<file path="src/rtl/scan_pkg.sv">
// Shared types for the scan-pad initiator: command opcodes, FSM states,
// bit-slot phases, the registered pad bundle and opcode helper functions.
package scan_pkg;

  typedef enum logic [1:0] {
    OP_NOP   = 2'b00,
    OP_WRITE = 2'b01,
    OP_READ  = 2'b10,
    OP_XCHG  = 2'b11
  } scan_op_e;

  typedef enum logic [2:0] {
    ST_IDLE,
    ST_CAPT,
    ST_SHIFT,
    ST_LOAD,
    ST_RESP
  } scan_state_e;

  // One bit slot walks through these four phases in order.
  typedef enum logic [1:0] {
    PH_SETUP,
    PH_PHI,
    PH_GAP,
    PH_PHIB
  } scan_phase_e;

  // Pad outputs that are recomputed every cycle (scan_id is held separately).
  typedef struct packed {
    logic phi;
    logic phi_bar;
    logic data_in;
    logic load_chip;
    logic load_chain;
  } scan_pads_t;

  // Opcodes that capture the chip registers and return chain contents.
  function automatic logic op_reads(scan_op_e op);
    return (op == OP_READ) || (op == OP_XCHG);
  endfunction

  // Opcodes that commit the shifted chain into the chip registers.
  function automatic logic op_writes(scan_op_e op);
    return (op == OP_WRITE) || (op == OP_XCHG);
  endfunction

endpackage

</file>
<file path="src/rtl/scan_phase_gen.sv">
// Phase timer and sequencer for one scan bit slot.
// Each phase lasts PHASE_CYC clocks; phases advance SETUP -> PHI -> GAP -> PHIB
// and wrap. While en is low the sequencer is parked at SETUP with the timer at 0,
// so every enabled run starts at the beginning of a slot.
// Ports:
//   clk, rst_n  clock, asynchronous active-low reset
//   en          run the sequencer (low: park at SETUP)
//   phase       current phase
//   phase_last  high on the last clock of the current phase
module scan_phase_gen
  import scan_pkg::*;
#(
  parameter int unsigned PHASE_CYC = 4
) (
  input  logic        clk,
  input  logic        rst_n,
  input  logic        en,
  output scan_phase_e phase,
  output logic        phase_last
);

  localparam int unsigned TMR_W = (PHASE_CYC > 1) ? $clog2(PHASE_CYC) : 1;

  logic [TMR_W-1:0] timer_q;
  logic [TMR_W-1:0] timer_d;
  scan_phase_e      phase_d;

  // Next timer/phase; phase_last is kept equal to (timer_q == PHASE_CYC-1).
  always_comb begin
    timer_d = '0;
    phase_d = PH_SETUP;
    if (en) begin
      if (phase_last) begin
        timer_d = '0;
        phase_d = scan_phase_e'(2'(phase) + 2'd1);
      end else begin
        timer_d = timer_q + TMR_W'(1);
        phase_d = phase;
      end
    end
  end

  always_ff @(posedge clk or negedge rst_n) begin
    if (!rst_n) begin
      timer_q    <= '0;
      phase      <= PH_SETUP;
      phase_last <= (PHASE_CYC == 1);
    end else begin
      timer_q    <= timer_d;
      phase      <= phase_d;
      phase_last <= (timer_d == TMR_W'(PHASE_CYC - 1));
    end
  end

endmodule

</file>
<file path="src/rtl/scan_master.sv">
// Initiator for the chip scan-pad protocol. Converts one WRITE / READ / XCHG
// command into two-phase non-overlapping shift sequences on the scan pads and
// returns the captured chain through a valid/ready response.
// Ports:
//   clk, rst_n                  clock, asynchronous active-low reset
//   cmd_valid/cmd_ready         command handshake (ready only in IDLE, no pending rsp)
//   cmd_op/cmd_id/cmd_wdata     opcode, chain select, data to shift (bit0 first)
//   rsp_valid/rsp_ready         response handshake, held until consumed
//   rsp_rdata                   captured chain, bit k = k-th sampled scan_data_out
//   scan_id, scan_phi, scan_phi_bar, scan_data_in,
//   scan_load_chip, scan_load_chain   pad outputs (all registered)
//   scan_data_out               serial data from the chip
// Build option: SCAN_MASTER_ABORT_EN adds input abort, which returns any active
// (non-IDLE, non-RESP) command to IDLE on the next clock with pads low and no response.
module scan_master
  import scan_pkg::*;
#(
  parameter int unsigned CHAIN_LEN = 64,
  parameter int unsigned PHASE_CYC = 4
) (
  input  logic                 clk,
  input  logic                 rst_n,
  input  logic                 cmd_valid,
  output logic                 cmd_ready,
  input  logic [1:0]           cmd_op,
  input  logic                 cmd_id,
  input  logic [CHAIN_LEN-1:0] cmd_wdata,
  output logic                 rsp_valid,
  input  logic                 rsp_ready,
  output logic [CHAIN_LEN-1:0] rsp_rdata,
  output logic                 scan_id,
  output logic                 scan_phi,
  output logic                 scan_phi_bar,
  output logic                 scan_data_in,
  input  logic                 scan_data_out,
  output logic                 scan_load_chip,
  output logic                 scan_load_chain
`ifdef SCAN_MASTER_ABORT_EN
  ,
  input  logic                 abort
`endif
);

  localparam int unsigned CNT_W = $clog2(CHAIN_LEN + 1);
  localparam int unsigned IDX_W = $clog2(CHAIN_LEN);

  scan_state_e          state_q;
  scan_state_e          state_d;
  scan_op_e             op_q;
  logic [CHAIN_LEN-1:0] wdata_q;
  logic [CNT_W-1:0]     bit_q;
  logic [CNT_W-1:0]     bit_d;
  logic                 sample_q;
  logic                 sample_d;
  logic                 rsp_valid_d;
  scan_pads_t           pads_d;
  scan_phase_e          phase;
  logic                 phase_last;
  logic                 accept_c;
  logic                 abort_c;
  logic                 slot_end_c;
  logic [IDX_W-1:0]     idx_c;

  assign accept_c   = cmd_valid && cmd_ready;
  assign slot_end_c = (phase == PH_PHIB) && phase_last;
  assign idx_c      = bit_q[IDX_W-1:0];

`ifdef SCAN_MASTER_ABORT_EN
  assign abort_c = abort && (state_q != ST_IDLE) && (state_q != ST_RESP);
`else
  assign abort_c = 1'b0;
`endif

  // Slot timing runs only while pads are being exercised.
  scan_phase_gen #(
    .PHASE_CYC (PHASE_CYC)
  ) u_phase_gen (
    .clk        (clk),
    .rst_n      (rst_n),
    .en         ((state_q == ST_CAPT) || (state_q == ST_SHIFT) || (state_q == ST_LOAD)),
    .phase      (phase),
    .phase_last (phase_last)
  );

  // Next state, bit counter, response flag and next pad values.
  always_comb begin
    state_d     = state_q;
    bit_d       = bit_q;
    sample_d    = 1'b0;
    rsp_valid_d = rsp_valid;
    pads_d      = '0;

    unique case (state_q)
      ST_IDLE: begin
        bit_d = '0;
        if (accept_c) begin
          unique case (scan_op_e'(cmd_op))
            OP_NOP:   state_d = ST_RESP;
            OP_WRITE: state_d = ST_SHIFT;
            default:  state_d = ST_CAPT;
          endcase
        end
      end
      ST_CAPT: begin
        pads_d.load_chain = 1'b1;
        if (slot_end_c) state_d = ST_SHIFT;
      end
      ST_SHIFT: begin
        pads_d.data_in = wdata_q[idx_c];
        pads_d.phi     = (phase == PH_PHI);
        pads_d.phi_bar = (phase == PH_PHIB);
        // Sample on the clock where the pads show the last SETUP clock.
        sample_d = op_reads(op_q) && (phase == PH_SETUP) && phase_last;
        if (slot_end_c) begin
          if (bit_q == CNT_W'(CHAIN_LEN - 1)) begin
            state_d = op_writes(op_q) ? ST_LOAD : ST_RESP;
          end else begin
            bit_d = bit_q + CNT_W'(1);
          end
        end
      end
      ST_LOAD: begin
        // SETUP/PHI/GAP of the sequencer stand in for GAP/load_chip/GAP.
        pads_d.load_chip = (phase == PH_PHI);
        if ((phase == PH_GAP) && phase_last) state_d = ST_RESP;
      end
      ST_RESP: begin
        if (!rsp_valid) begin
          rsp_valid_d = 1'b1;
        end else if (rsp_ready) begin
          rsp_valid_d = 1'b0;
          state_d     = ST_IDLE;
        end
      end
      default: state_d = ST_IDLE;
    endcase

    if (abort_c) begin
      state_d  = ST_IDLE;
      sample_d = 1'b0;
      pads_d   = '0;
    end
  end

  // FSM state and bit counter.
  always_ff @(posedge clk or negedge rst_n) begin
    if (!rst_n) begin
      state_q  <= ST_IDLE;
      bit_q    <= '0;
      sample_q <= 1'b0;
    end else begin
      state_q  <= state_d;
      bit_q    <= bit_d;
      sample_q <= sample_d;
    end
  end

  // Registered pads and handshake outputs.
  always_ff @(posedge clk or negedge rst_n) begin
    if (!rst_n) begin
      cmd_ready       <= 1'b1;
      rsp_valid       <= 1'b0;
      scan_phi        <= 1'b0;
      scan_phi_bar    <= 1'b0;
      scan_data_in    <= 1'b0;
      scan_load_chip  <= 1'b0;
      scan_load_chain <= 1'b0;
    end else begin
      cmd_ready       <= (state_d == ST_IDLE);
      rsp_valid       <= rsp_valid_d;
      scan_phi        <= pads_d.phi;
      scan_phi_bar    <= pads_d.phi_bar;
      scan_data_in    <= pads_d.data_in;
      scan_load_chip  <= pads_d.load_chip;
      scan_load_chain <= pads_d.load_chain;
    end
  end

  // Command capture and serial read-back.
  always_ff @(posedge clk or negedge rst_n) begin
    if (!rst_n) begin
      op_q      <= OP_NOP;
      wdata_q   <= '0;
      scan_id   <= 1'b0;
      rsp_rdata <= '0;
    end else if (accept_c) begin
      op_q      <= scan_op_e'(cmd_op);
      wdata_q   <= (scan_op_e'(cmd_op) == OP_READ) ? '0 : cmd_wdata;
      scan_id   <= cmd_id;
      rsp_rdata <= '0;
    end else if (sample_q) begin
      rsp_rdata[idx_c] <= scan_data_out;
    end
  end

endmodule

</file>
<file path="config.mk">
export PLATFORM = sky130hd
export DESIGN_NAME = scan_master
export DESIGN_NICKNAME = d
export VERILOG_FILES = /design/src/rtl/scan_pkg.sv /design/src/rtl/scan_phase_gen.sv /design/src/rtl/scan_master.sv
export SDC_FILE = /design/constraint.sdc
export NUM_CORES = 1
export LEC_CHECK = 0
export BUFFER_PORTS_ARGS = -buffer_cell sky130_fd_sc_hd__buf_2
export CAP_MARGIN = 20
export CORE_UTILIZATION = 40
export CTS_CLUSTER_SIZE = 12
export DETAILED_ROUTE_END_ITERATION = 8
export HOLD_SLACK_MARGIN = 0.1
export PLACE_DENSITY = 0.7
export SLEW_MARGIN = 20
export SYNTH_ARGS = -nofsm -noshare
export SYNTH_HDL_FRONTEND = slang
export SYNTH_SLANG_ARGS = --single-unit
</file>
<file path="constraint.sdc">
create_clock -name clk -period 3.9 [get_ports clk]
set_clock_uncertainty 0.1 [all_clocks]
set_input_delay 0.39 -clock clk [delete_from_list [all_inputs] [get_ports clk]]
set_output_delay 0.39 -clock clk [all_outputs]
set_load 0.01 [all_outputs]
</file>
# [Word-level counts from Yosys, hierarchy flattened]
# Index checks and enable logic that the tools add are counted.
# W data, S select, Z words.
[totals] register_bits=154 out_inout_bits=72 elab_cells=87
[op_classes] n_addsub=3 n_lt_le_gt_ge=2 n_eq_ne=17 n_mux=31 n_reduce_logical=17
[op_table] op="$mux W64" count=3
[op_table] op="$bwmux W64" count=1
[op_table] op="$mux W3" count=9
[op_table] op="$pmux W3 S5" count=1
[op_table] op="$mux W7" count=2
[op_table] op="$pmux W7 S2" count=1
[op_table] op="$eq A2 B2 Y1 const B" count=6
[op_table] op="$mux W2" count=4
[op_table] op="$add A7 B1 Y7 const B" count=1
[op_table] op="$eq A7 B6 Y1 const B" count=1
[op_table] op="$lt A6 B7 Y1 const B" count=1
[op_table] op="$mux W1" count=7
[op_table] op="$bmux W1 S6" count=1
[op_table] op="$demux W1 S6" count=1
[op_table] op="$eq A2 B1 Y1 const B" count=3
[op_table] op="$eq A3 B2 Y1 const B" count=2
[op_table] op="$ge A6 B1 Y1 const B" count=1
[op_table] op="$logic_and A1 B1 Y1" count=6
[op_table] op="$logic_not A3 Y1" count=2
[op_table] op="$ne A2 B2 Y1 const B" count=3
[op_table] op="$pmux W3 S2" count=1
[op_table] op="$add A2 B1 Y2 const B" count=2
[op_table] op="$logic_not A2 Y1" count=2
[op_table] op="$logic_or A1 B1 Y1" count=4
[op_table] op="4 further kinds" count=5

# [Depth between registers and ports, before layout]
[depth] ltp_word=7 depth_mapped=8

# [Cells and area by module]
# From an unflattened synthesis, not the netlist that was laid out.
[hier_totals] cells_unflattened=674 hier_area_um2=6965.4
[modules_own_cells] module="scan_master" instances=1 cells_each=658 area_each_um2=6757.7 seq_area_each_um2=3729.8
[modules_own_cells] module="scan_phase_gen" instances=1 cells_each=16 area_each_um2=207.7 seq_area_each_um2=125.1

# [Least setup slack after synthesis]
# No wires, ideal clock.
[synth_path] path_kind="register to register" from="register bit_q[0]" to="register scan_data_in" arrival_time_ns=1.516 required_time_ns=3.660 path_slack_ns=2.144 stages_incl_launch_ff=7 n_path_buf=1 synth_period_minus_slack_ns=1.756 path_cell_list="dfrtp_1 buf_6 mux4_1 mux2i_1 o22ai_1 a211oi_2 a41oi_1"
[synth_lines] element="start: declaration" line="scan_master.sv:51" rtl="logic [CNT_W-1:0] bit_q;"
[synth_lines] element="start signal: assignment" line="scan_master.sv:153" rtl="bit_q <= bit_d;"
[synth_lines] element="end signal: assignment" line="scan_master.sv:173" rtl="scan_data_in <= pads_d.data_in;"
[synth_lines] element="end: declaration" line="scan_master.sv:34" rtl="output logic scan_data_in,"

==> results.txt <==
----------------------------------------------------
[Final layout]
  Total Nets Final ... 925
  Area growth from synthesis to layout ... 30.1%
  Post-route cell area ... 9160 um^2
  Share of cells above drive strength 1 ... 24.2%
  Finished Core Util ... 53.1%
  Antenna diode count ... 0

[STA]
  Total Neg Setup Slack ... 0 ps
  Worst Max-Slew Pin Slew ... 1130 ps
  Period minus WS final ... 2540 ps
  Final period util ... 65.1%
  Hold Fails Final Rpt ... 0
  Remaining max-slew budget at the tightest pin ... 24.0%
  Unrepaired setup endpoints after global routing ... no
  Max Clk Rate ... 394 MHz
  Worst hold slack after final layout ... 124 ps
  Max-slew violation total from the final report ... 0
  Final count of negative-setup-slack endpoints ... 0
  Slack of the critical path ... 1360 ps

[Synth]
  Async set-or-reset flop fraction in the synthesized netlist ... 100%
  Number of synthesized flops with an enable pin ... 0
  Yosys synthesis warning count ... 0
  Syn_area_per_cell ... 10.5 um^2
  Share of the yosys chip area belonging to registers ... 54.8%
  Post-Synthesis Net Count ... 747
  Cell count after synthesis ... 670
  Post-synthesis register bit count ... 154
  Synthesized area ... 7040 um^2
  Unique cell type count in the Yosys netlist ... 55
  Prevailing post-synth register cell ... sky130_fd_sc_hd__dfrtp_1

[Route]
  Routed WL ... 21,300 um
  Number of remaining DRC errors ... 0
  Detail-routed via count per cell ... 5.79
  Remaining antenna violation count after routing ... 0
  Number of iterations in the first detailed-routing pass ... 5
  Routed wire per std cell ... 19.6 um
  Routed via count ... 6,278
  Iteration-0 DRC count of the detailed router ... 591

[Die]
  Effective utilization at floorplan ... 40.8%
  Height of the chip ... 135 um
  Overall die width ... 135 um
  Number of placement rows ... 48
  Core region area ... 17,200 um^2
  Top-level I/O count ... 144
  Die ar. ... 18,100 um^2

[CTS]
  Number of H-tree levels ... 4
  Total CTS buffers ... 17
  Max Buffers Root-to-Sink ... 2
  Total of cells resized after clock tree synthesis ... 0
  Buffer cell driving the clock tree root ... sky130_fd_sc_hd__clkbuf_16
  Clock sink total ... 154
  Clock transition at path regs ... 60 ps
  Post-CTS setup buffer count ... 0
  Clock insertion delay at the later pin of the skew report ... 430 ps
  Clock tree from TritonCTS ... yes

[Global routing]
  Final global-route overflow total ... 0
  GRT Resource Usage Total ... 24.5%
  Largest net degree at the start of global routing ... 89
  Global-route wire length before repair ... 33,800 um
  Via count of the first global-routing pass ... 6,254
  Number of antenna violations at the first check in global routing ... 0

[Setup path]
  Worst reg2reg endpoint ... scan_data_in$_DFF_PN0_
  Series of cell instances along the critical path ... mux4_1 -> mux2i_1 -> o22ai_1 -> a211oi_2 -> a41oi_1
  Start-to-end type of the worst setup path ... reg2reg
  Slowest CP cell ... sky130_fd_sc_hd__dfrtp_1
  Gate family responsible for the most delay along the worst path ... flip-flops
  Worst path max stage delay ... 980 ps
  Required time worst endpoint ... 4090 ps
  Maximum fanout count along the critical path ... 27
  Number of cells on the worst reg-to-reg path ... 5
  Endpoint kind of the worst setup timing path ... register
  Slack of the worst reg-to-reg path ... 1360 ps
  Category of the worst setup path launch point ... register
  Number of buffer and inverter instances along the worst setup path ... 0
  Critical register-to-register path startpoint ... bit_q[0]$_DFFE_PN0P_
  WP data arrival ... 2730 ps

[Power]
  Static leakage power ... 4.20 nW
  Cell Pwr Density ... 622 nW/um^2
  Peak ir drop on the vdd network ... 340 uV

[Min path]
  Hold depth ... 2
  Hold path endpoint ... wdata_q[58]$_DFFE_PN0P_
  Path type of the worst min-delay path ... in2reg
  Critical hold path startpoint ... cmd_wdata[58]

[Placed design]
  Number of buffer cells added on primary ports ... 143
  HPWL after detailed placement ... 13,400 um
  Post-detailed-placement cell area ... 7870 um^2
  Routability-driven placement congestion ratio ... 0.794
  Pre-CTS setup slack ... 1350 ps

[Run status]
  Outcome ... complete, no violations

[Run]
  Total of max-cap violations ... 0

----------------------------------------------------
[placed cells by master, fill, tap and decap left out, types with 6 or more instances in the layout]
cell | synthesis | layout
sky130_fd_sc_hd__a21oi_1 | 71 | 70
sky130_fd_sc_hd__a22o_1 | 64 | 64
sky130_fd_sc_hd__a22oi_1 | 9 | 9
sky130_fd_sc_hd__and2_1 | 8 | 7
sky130_fd_sc_hd__buf_2 | 12 | 142
sky130_fd_sc_hd__clkbuf_16 | 0 | 17
sky130_fd_sc_hd__dfrtp_1 | 153 | 153
sky130_fd_sc_hd__dlygate4sd3_1 | 0 | 64
sky130_fd_sc_hd__mux2i_1 | 6 | 6
sky130_fd_sc_hd__nand2_1 | 31 | 30
sky130_fd_sc_hd__nand3_1 | 78 | 78
sky130_fd_sc_hd__nand3b_1 | 6 | 6
sky130_fd_sc_hd__nor2_1 | 20 | 20
sky130_fd_sc_hd__nor3_1 | 6 | 6
sky130_fd_sc_hd__o21ai_0 | 71 | 71
[worst reg2reg max path, cell delays in order (launching register included)]
cell and delay, ps:
sky130_fd_sc_hd__dfrtp_1 980, sky130_fd_sc_hd__mux4_1 650, sky130_fd_sc_hd__mux2i_1 190, sky130_fd_sc_hd__o22ai_1 120
sky130_fd_sc_hd__a211oi_2 220, sky130_fd_sc_hd__a41oi_1 130
[layer usage]
metal / GRT usage [%] / vias up / wire length (um)
met1: 32.7 / 3081 / 9240
met5: 0 / - / 0
li1: - / 2854 / -
met3: 5.03 / 48 / 1400
met2: 38.8 / 295 / 10100
met4: 10.5 / 0 / 567
[sequential cells by signal (all words and copies together), names as in the netlist]
register,cells
wdata_q,64
state_q,3
scan_id,1
rsp_rdata,64
cmd_ready,1
scan_data_in,1
u_phase_gen.phase_last,1
scan_load_chain,1
scan_phi,1
rsp_valid,1
bit_q,7
scan_load_chip,1
sample_q,1
u_phase_gen.timer_q,2
op_q,2
u_phase_gen.phase,2
scan_phi_bar,1
[logic make-up after synthesis]
family          Yosys count  synth area share [%]
compound gates          240                  22.0
simple gates            188                  14.3
flops                   154                  54.8
buf+inv                  62                  3.89
mux                      16                  3.57
xor+xnor                  5                 0.622
fa+ha+maj                 5                 0.889
[final cells by class]
class                           count  area (um^2)
Tap cell                          225          282
Inverter                            7         26.3
Timing Repair Buffer              214         1450
Clock inverter                     10          141
Sequential cell                   154         3850
Multi-Input combinational cell    454         2930
Clock buffer                       21          480
Fill cell                        1527         8080
[metrics by stage]
step / power (mW) / std cells
2_1_floorplan: 3.37 / 670
3_3_place_gp: 3.86 / 989
3_5_place_dp: 3.91 / 989
4_1_cts: 5.69 / 1084
5_1_grt: 6.00 / 1085
6_report: 5.70 / 1085
[synth_stat cells, types with 4 or more instances]
cell type,number,share of area [%]
sky130_fd_sc_hd__o22ai_1,4,0.36
sky130_fd_sc_hd__a22oi_1,9,0.96
sky130_fd_sc_hd__nor3b_1,5,0.53
sky130_fd_sc_hd__a31oi_1,4,0.36
sky130_fd_sc_hd__nor3_1,6,0.43
sky130_fd_sc_hd__mux2_2,4,0.64
sky130_fd_sc_hd__o21ai_0,71,5.0
sky130_fd_sc_hd__nand3_1,78,5.5
sky130_fd_sc_hd__a21oi_1,71,5.0
sky130_fd_sc_hd__nand2_1,31,1.7
sky130_fd_sc_hd__nor2_1,20,1.1
sky130_fd_sc_hd__and3_1,5,0.44
sky130_fd_sc_hd__and2_1,8,0.71
sky130_fd_sc_hd__clkbuf_1,37,2.0
sky130_fd_sc_hd__mux2i_1,6,0.85
sky130_fd_sc_hd__nand3b_1,6,0.64
sky130_fd_sc_hd__inv_1,4,0.21
sky130_fd_sc_hd__ha_1,5,0.89
sky130_fd_sc_hd__nor4_1,4,0.36
sky130_fd_sc_hd__buf_2,12,0.85
sky130_fd_sc_hd__nor3_2,5,0.71
sky130_fd_sc_hd__a22o_1,64,8.0
sky130_fd_sc_hd__dfrtp_1,153,54
[worst max-delay path by stage]
stage / start / to / slack (ps) / depth (start not counted)
final: bit_q[0]$_DFFE_PN0P_ / scan_data_in$_DFF_PN0_ / 1360 / 5
after CTS: bit_q[0]$_DFFE_PN0P_ / scan_data_in$_DFF_PN0_ / 1350 / 5
after floorplan: bit_q[0]$_DFFE_PN0P_ / scan_data_in$_DFF_PN0_ / 2140 / 6
after global routing: bit_q[0]$_DFFE_PN0P_ / cmd_ready$_DFF_PN1_ / 1180 / 6
after detailed placement: bit_q[0]$_DFFE_PN0P_ / cmd_ready$_DFF_PN1_ / 1350 / 6
after global placement: bit_q[0]$_DFFE_PN0P_ / cmd_ready$_DFF_PN1_ / 1470 / 6
[what timing repair did]
action,CTS,global route
setup endpoints to repair,0,0
hold buffers,64,0
endpoints found under the hold margin,128,0
[power by group]
| group | switching (mW) | internal, mW | total, mW | leakage [nW] |
|---|---|---|---|---|
| clock network | 0.659 | 1.07 | 1.73 | 0.289 |
| registers | 0.417 | 2.15 | 2.56 | 2.04 |
| logic | 0.664 | 0.745 | 1.41 | 1.88 |
| total | 1.74 | 3.96 | 5.70 | 4.20 |
(Power assumes the default switching activity.)
